File: config.mk
export PLATFORM = sky130hd
export DESIGN_NAME = pck_in_socket
export DESIGN_NICKNAME = d
export VERILOG_FILES = /design/src/rtl/pck_socket_pkg.sv /design/src/rtl/pck_fifo_mem.sv /design/src/rtl/pck_in_socket.sv
export SDC_FILE = /design/constraint.sdc
export NUM_CORES = 1
export LEC_CHECK = 0
export ABC_AREA = 1
export BUFFER_PORTS_ARGS = -buffer_cell sky130_fd_sc_hd__buf_2
export CAP_MARGIN = 20
export CELL_PAD_IN_SITES_DETAIL_PLACEMENT = 1
export CELL_PAD_IN_SITES_GLOBAL_PLACEMENT = 1
export CORE_MARGIN = 2
export CORE_UTILIZATION = 35
export DETAILED_ROUTE_END_ITERATION = 10
export PLACE_DENSITY = 0.6
export REMOVE_ABC_BUFFERS = 1
export SYNTH_ARGS = -nofsm -noshare
export SYNTH_HDL_FRONTEND = slang
export SYNTH_SLANG_ARGS = --single-unit
File: constraint.sdc
create_clock -name clk -period 3.3 [get_ports clk]
set_input_delay 0.495 -clock clk [delete_from_list [all_inputs] [get_ports clk]]
set_output_delay 0.495 -clock clk [all_outputs]
set_load 0.1 [all_outputs]
File: src/rtl/pck_socket_pkg.sv
// Shared definitions for the packet socket blocks.
//   DATA_WIDTH_DEF : default socket word width
//   MIN_DEPTH      : smallest legal FIFO depth
//   level_w()      : width of an occupancy value that can hold 0..depth
package pck_socket_pkg;

  localparam int DATA_WIDTH_DEF = 8;
  localparam int MIN_DEPTH      = 2;

  function automatic int level_w(input int depth);
    return $clog2(depth) + 1;
  endfunction

endpackage

File: src/rtl/pck_fifo_mem.sv
// Simple dual-port storage array for the socket FIFO.
//   clk     : write clock
//   i_we    : write enable
//   i_waddr : write address
//   i_wdata : write data
//   i_raddr : read address
//   o_rdata : asynchronous read data at i_raddr
// The array is not reset; stale contents are hidden by the owner's count.
module pck_fifo_mem #(
  parameter int DATA_WIDTH = 8,
  parameter int DEPTH      = 16,
  parameter int AW         = $clog2(DEPTH)
) (
  input  logic                  clk,
  input  logic                  i_we,
  input  logic [AW-1:0]         i_waddr,
  input  logic [DATA_WIDTH-1:0] i_wdata,
  input  logic [AW-1:0]         i_raddr,
  output logic [DATA_WIDTH-1:0] o_rdata
);

  logic [DATA_WIDTH-1:0] r_mem [DEPTH];

  always_ff @(posedge clk) begin
    if (i_we) r_mem[i_waddr] <= i_wdata;
  end

  assign o_rdata = r_mem[i_raddr];

endmodule

File: src/rtl/pck_in_socket.sv
// Input socket: accepts a valid/ready word stream from upstream, buffers it in
// a first-word-fall-through FIFO and presents the head word to the module.
//   clk, rst      : clock, asynchronous active-low reset
//   in_data/in_valid/in_ready : upstream valid/ready stream
//   data, dv      : head word and its valid flag (fall-through)
//   full          : FIFO holds DEPTH words
//   rd_en         : module pops the head word
//   level         : registered occupancy
//   err_underflow : sticky, set when rd_en arrives while dv=0
module pck_in_socket
  import pck_socket_pkg::*;
#(
  parameter int DATA_WIDTH = DATA_WIDTH_DEF,
  parameter int DEPTH      = 16
) (
  input  logic                        clk,
  input  logic                        rst,
  input  logic [DATA_WIDTH-1:0]       in_data,
  input  logic                        in_valid,
  output logic                        in_ready,
  output logic [DATA_WIDTH-1:0]       data,
  output logic                        dv,
  output logic                        full,
  input  logic                        rd_en,
  output logic [level_w(DEPTH)-1:0]   level,
  output logic                        err_underflow
);

  localparam int AW = $clog2(DEPTH);
  localparam int LW = level_w(DEPTH);
  localparam logic [LW-1:0] DEPTH_L = LW'(DEPTH);

  if ((DEPTH < MIN_DEPTH) || ((DEPTH & (DEPTH - 1)) != 0)) begin : g_bad_depth
    $error("pck_in_socket: DEPTH must be a power of two and at least 2");
  end

  logic [AW-1:0]         r_wr_ptr;
  logic [AW-1:0]         r_rd_ptr;
  logic [LW-1:0]         r_count;
  logic                  r_dv;
  logic                  r_full;
  logic                  r_in_ready;
  logic                  r_err;

  logic                  w_wr_acc;
  logic                  w_rd_acc;
  logic [LW-1:0]         w_count_nx;
  logic [DATA_WIDTH-1:0] w_rd_data;

  // Acceptance uses only registered flags, so rd_en never reaches in_ready
  // combinationally: a read from a full FIFO frees space one cycle later.
  assign w_wr_acc = in_valid && r_in_ready;
  assign w_rd_acc = rd_en && r_dv;

  always_comb begin
    w_count_nx = r_count;
    unique case ({w_wr_acc, w_rd_acc})
      2'b10:   w_count_nx = r_count + LW'(1);
      2'b01:   w_count_nx = r_count - LW'(1);
      default: w_count_nx = r_count;
    endcase
  end

  always_ff @(posedge clk or negedge rst) begin
    if (!rst) begin
      r_wr_ptr   <= '0;
      r_rd_ptr   <= '0;
      r_count    <= '0;
      r_dv       <= 1'b0;
      r_full     <= 1'b0;
      r_in_ready <= 1'b0;
      r_err      <= 1'b0;
    end else begin
      if (w_wr_acc) r_wr_ptr <= r_wr_ptr + AW'(1);
      if (w_rd_acc) r_rd_ptr <= r_rd_ptr + AW'(1);
      if (rd_en && !r_dv) r_err <= 1'b1;
      r_count    <= w_count_nx;
      // Empty/full come from the count; pointers alone are ambiguous when equal.
      r_dv       <= (w_count_nx != '0);
      r_full     <= (w_count_nx == DEPTH_L);
      r_in_ready <= (w_count_nx != DEPTH_L);
    end
  end

  pck_fifo_mem #(
    .DATA_WIDTH (DATA_WIDTH),
    .DEPTH      (DEPTH),
    .AW         (AW)
  ) u_mem (
    .clk     (clk),
    .i_we    (w_wr_acc),
    .i_waddr (r_wr_ptr),
    .i_wdata (in_data),
    .i_raddr (r_rd_ptr),
    .o_rdata (w_rd_data)
  );

  assign in_ready      = r_in_ready;
  assign data          = w_rd_data;
  assign dv            = r_dv;
  assign full          = r_full;
  assign level         = r_count;
  assign err_underflow = r_err;

endmodule

-- After elaboration in Yosys (flattened, before gate mapping)
Memory sizes are Yosys's and may differ from the RTL's.
Index checks and enable logic that the tools add are counted.
- flip-flop bits (word level): 17
- bits in latches: 0
- memory bits (writable): 128
- ROM bits: 0
- input bits: 12
- logic and storage cells: 24
- memories: 1
- memories (memory ; depth ; bits a word ; rd ports ; clocked after memory_dff ; wr ports ; RTL line ; source):
    u_mem.r_mem ; 16 ; 8 ; 1 ; 0 ; 1 ; pck_fifo_mem.sv:22 ; logic [DATA_WIDTH-1:0] r_mem [DEPTH];
- add/subtract/negate cells: 4
- $mul: 0
- div/mod/pow operators: 0
- magnitude comparators: 0
- equality and inequality tests: 4
- shifts and indexed selects: 0
- multiplexer cells: 3
- bitwise logic cells: 0
- reductions and logical operators: 5
- operators with widths (cell ; number):
    $pmux W5 S2 ; 1
    $add A4 B1 Y4 const B ; 2
    $add A5 B1 Y5 const B ; 1
    $eq A5 B5 Y1 const B ; 1
    $ne A5 B5 Y1 const B ; 1
    $reduce_bool A5 Y1 ; 1
    $sub A5 B1 Y5 const B ; 1
    $logic_and A1 B1 Y1 ; 3
    $eq A2 B1 Y1 const B ; 1
    $eq A2 B2 Y1 const B ; 1
    $mux W1 ; 2
    $logic_not A1 Y1 ; 1

-- Depth between registers and ports, before layout
- depth after elaboration: 4
- mapped depth: 17
- gate-level depth less buffers: 17

-- Cells and area by module
A second synthesis with hierarchy kept.
- cells, all modules: 642
- area, all modules: 6543.8 µm²
- modules (own cells, without submodules) (module ; instances ; cells an instance ; area each (µm²) ; sequential area each (µm²)):
    pck_fifo_mem ; 1 ; 543 ; 5606.6 ; 3843.7
    pck_in_socket ; 1 ; 99 ; 937.1 ; 425.4

-- Worst setup path before layout
Ideal clock, no wire load.
- kind: register to register
- start point: register r_dv, in the netlist dv
- end point: register r_dv, in the netlist dv
- setup time: 120 ps
- arrival time: 2647 ps
- setup slack: 534 ps
- cell stages (with the launch flop): 15
- buffers on the path: 0
- clock period less this slack: 2766 ps
- path through: dfrtp_1 -> nand2_1 -> inv_1 -> ha_1 -> nand2_1 -> inv_1 -> nor2_1 -> ha_1 -> nand2_1 -> nand2_1 -> or2_0 -> nor2_1 -> inv_1 -> nor2_2 -> nand2_1
- cells in the longest elaborated chain, start to end: 4
- elaborated cells between the ends (all ways): 5
- RTL lines (item ; RTL line ; source):
    start: declaration ; pck_in_socket.sv:40 ; logic r_dv;
    start signal: assignment ; pck_in_socket.sv:79 ; r_dv <= (w_count_nx != '0);
    $logic_and A1 B1 Y1 (*) ; pck_in_socket.sv:53 ; assign w_rd_acc = rd_en && r_dv;
    $eq A2 B1 Y1 / $eq A2 B2 Y1 (equally long branches) ; pck_in_socket.sv:57 ; unique case ({w_wr_acc, w_rd_acc})
    $pmux W5 S2 (*) ; pck_in_socket.sv:57 ;
    via w_count_nx[1] ; pck_in_socket.sv:47 ; logic [LW-1:0] w_count_nx;
    $reduce_bool A5 Y1 (*) ; pck_in_socket.sv:79 ;
The timed path passes the listed nets; every way through them passes the cells marked *.
A chain may end at the register's enable or synchronous reset.

-- Worst setup path after layout
- start point: register r_rd_ptr[1]
- end point: output data[3]
- cells in the longest elaborated chain, start to end: 1
- RTL lines (item ; RTL line ; source):
    start: declaration ; pck_in_socket.sv:38 ; logic [AW-1:0] r_rd_ptr;
    start signal: assignment ; pck_in_socket.sv:75 ; if (w_rd_acc) r_rd_ptr <= r_rd_ptr + AW'(1);
    $mem_v2 Z16 W8 ; -- ;
    end: declaration ; pck_in_socket.sv:21 ; output logic [DATA_WIDTH-1:0] data,
No other way between the ends.

==> metrics.md <==
| Metric | Value |
|---|---|
| DRC viols | 0 |
| Vias in the first global route | 4180 |
| Hold WC Path Type | primary input to flop |
| Io pins | 29 |
| DR vias/cell | 5.01 |
| Reg clk slew, reported paths | 0.06 ns |
| Slew Viols, Final | 0 |
| Avg Cell Area, Syn | 12.0 um^2 |
| DR iter-0 viols | 276 |
| Synthesized flop and latch total | 145 |
| DRT Pass-1 Iters | 4 |
| Place WS | 0.823 ns |
| WL/cell | 19.1 um |
| Pin count of the biggest net entering global routing | 67 |
| Ys Warns | 0 |
| Global-route wire length before repair | 23800 um |
| Register area | 4270 um^2 |
| Synth top cells by count | edfxtp_1, nor2_1, o21ai_0, nand2_1, o211ai_1 |
| Initial Utilization | 35.4% |
| Total Routing Usage GR | 17.6% |
| Initial antenna violation count | 0 |
| Seq/Total Area, Yosys | 70.7% |
| Number of antenna diodes | 0 |
| Number of filler cells placed in the layout | 1825 |
| Worst skew pair latency | 0.42 ns |
| Core area | 17100 um^2 |
| Share of cells above drive strength 1 | 15.7% |
| Clock Skew | 0.00764 ns |
| Highest clock rate | 0.353 GHz |
| Die ar. | 18300 um^2 |
| Status | completed |
| Rows | 48 |
| Period utilization | 85.9% |
| P&R area growth vs syn | 19.6% |
| Actual slew at the worst max-slew pin | 0.918 ns |
| Finished Layout Cells | 785 |
| Count leader, synth | edfxtp_1 |
| Total gr overflow | 0 |
| Worst setup path category | flop to output port |
| Setup tns final | 0 ns |
| Synth Flop Type | edfxtp_1 |
| Yosys top cell area share | 63.7% |
| Detailed Place HPWL | 9500 um |
| Crit start category | flop |
| Dpl cells | 753 |
| Worst Path Arrival | 2.34 ns |
| Tmin final | 2.83 ns |
| PortBufs | 28 |
| Clk root buf | clkbuf_16 |
| Area of the multi-input gates | 1550 um^2 |
| Unique masters post-synth | 22 |
| Fin. Hold Viols | 0 |
| H-Tree Depth | 4 |
| Placer Congestion | 0.756 |
| Main area contributors after synthesis | edfxtp_1, dfrtp_1, nor2_1, o21ai_0, o211ai_1 |
| Longest Clk Path Bufs | 2 |
| Crit end category | output port |
| Post-Synthesis Cells | 505 |
| Nets | 568 |
| Final WL | 15000 um |
| Final setup margin | 0.466 ns |
| Antenna Violating Nets Remaining | 0 |
| MaxCap Viol Count | 0 |
| RSZ-0062 raised after global routing | false |
| Slew margin rel. | 38.6% |
| Sink Count | 145 |
| Num CTS Buffers | 17 |
| Cell taking the most area after synthesis | edfxtp_1 |
| CTS tree | done |
| Synthesized area | 6040 um^2 |
| Die Span Y | 135 um |
| Highest net fanout along the worst path | 29 |
| Post-synth ARST share | 11.7% |
| Post-CTS Setup Inserts | 0 |
| Vias | 3930 |
| WP data required | 2.80 ns |
| Post-synth EDFFs | 128 |
| Final setup violation count | 0 |
| Die X | 135 um |
## final cells by class
class	count	share of cell area [%]
inverter	21	1.09
clock buffer	17	5.89
multi-input combinational	314	21.5
timing repair buffer	49	6.17
tap	225	3.90
sequential	145	59.1
clock inverter	14	2.37
## layout by cell type, fill, tap and decap left out, types with 5 or more instances in the layout
cell,Yosys,routed
edfxtp_1,128,128
nor2_1,109,109
o21ai_0,68,68
nand2_1,53,53
o211ai_1,32,32
buf_2,7,20
nand3_1,19,19
inv_1,18,18
buf_4,2,18
clkbuf_16,0,17
dfrtp_1,17,15
buf_12,0,10
nor2_2,9,9
ha_1,8,8
clkinv_1,1,5
o21ai_1,5,5
xor2_1,5,5
## final timing paths
path                                                start  cells past startpoint  slack [ns]                        end
worst max-delay path              r_rd_ptr[1]$_DFFE_PN0N_                      6        0.47                    data[3]
worst min-delay path                                rd_en                      3        0.32  err_underflow$_DFFE_PN0P_
worst max register to register               dv$_DFF_PN0_                     14        1.04               dv$_DFF_PN0_
worst min register to register  err_underflow$_DFFE_PN0P_                      1        0.48  err_underflow$_DFFE_PN0P_
max in group asynchronous                             rst                      2        2.47    r_rd_ptr[0]$_DFFE_PN0N_
min in group asynchronous                             rst                      2        0.52    r_wr_ptr[1]$_DFFE_PN0P_
## per-stage QoR
step	utilization [%]	hold slack, ns	instance area, um^2
after detailed placement	38.8	0.459	6620
after floorplan	-	0.199	5900
after global placement	38.8	0.446	6620
after global routing	42.4	0.325	7220
final	42.4	0.317	7220
after CTS	42.4	0.302	7220
## critical path: stages (launching register included)
cell	delay, ns
dfrtp_2	0.71
buf_4	0.35
o21ai_0	0.13
o211ai_1	0.20
nand3_1	0.14
nand2_1	0.17
buf_12	0.19
## sequential cells by signal (all words and copies together) (netlist names)
| name | flops |
|---|---|
| u_mem.r_mem | 128 |
| level | 5 |
| r_rd_ptr | 4 |
| r_wr_ptr | 4 |
| dv | 1 |
| err_underflow | 1 |
| full | 1 |
| in_ready | 1 |
## per-layer routing
layer	vias up	GRT usage (%)	part of all wire (%)
met3	20	4.00	5.9
met2	87	28.4	50
li1	1867	-	-
met1	1956	22.8	43
met5	-	0	0
met4	0	8.04	1.6
## repair_timing
item                      in CTS  in global routing
hold endpoints to repair      17                  0
hold buffers                   1                  0
resized for setup              0                  0
## logic make-up after synthesis
logic type	after synthesis	share of synthesized area, %
AND/OR/NAND/NOR	194	13.0
flip-flops	145	70.7
AO/OA/AOI/OAI	106	10.2
buffers and inverters	46	3.63
adder cells (fa/ha/maj)	8	1.66
XOR/XNOR	6	0.870
Power is not shown: default switching activity piles up to over one toggle a cycle in this logic, so the estimate is an artifact.
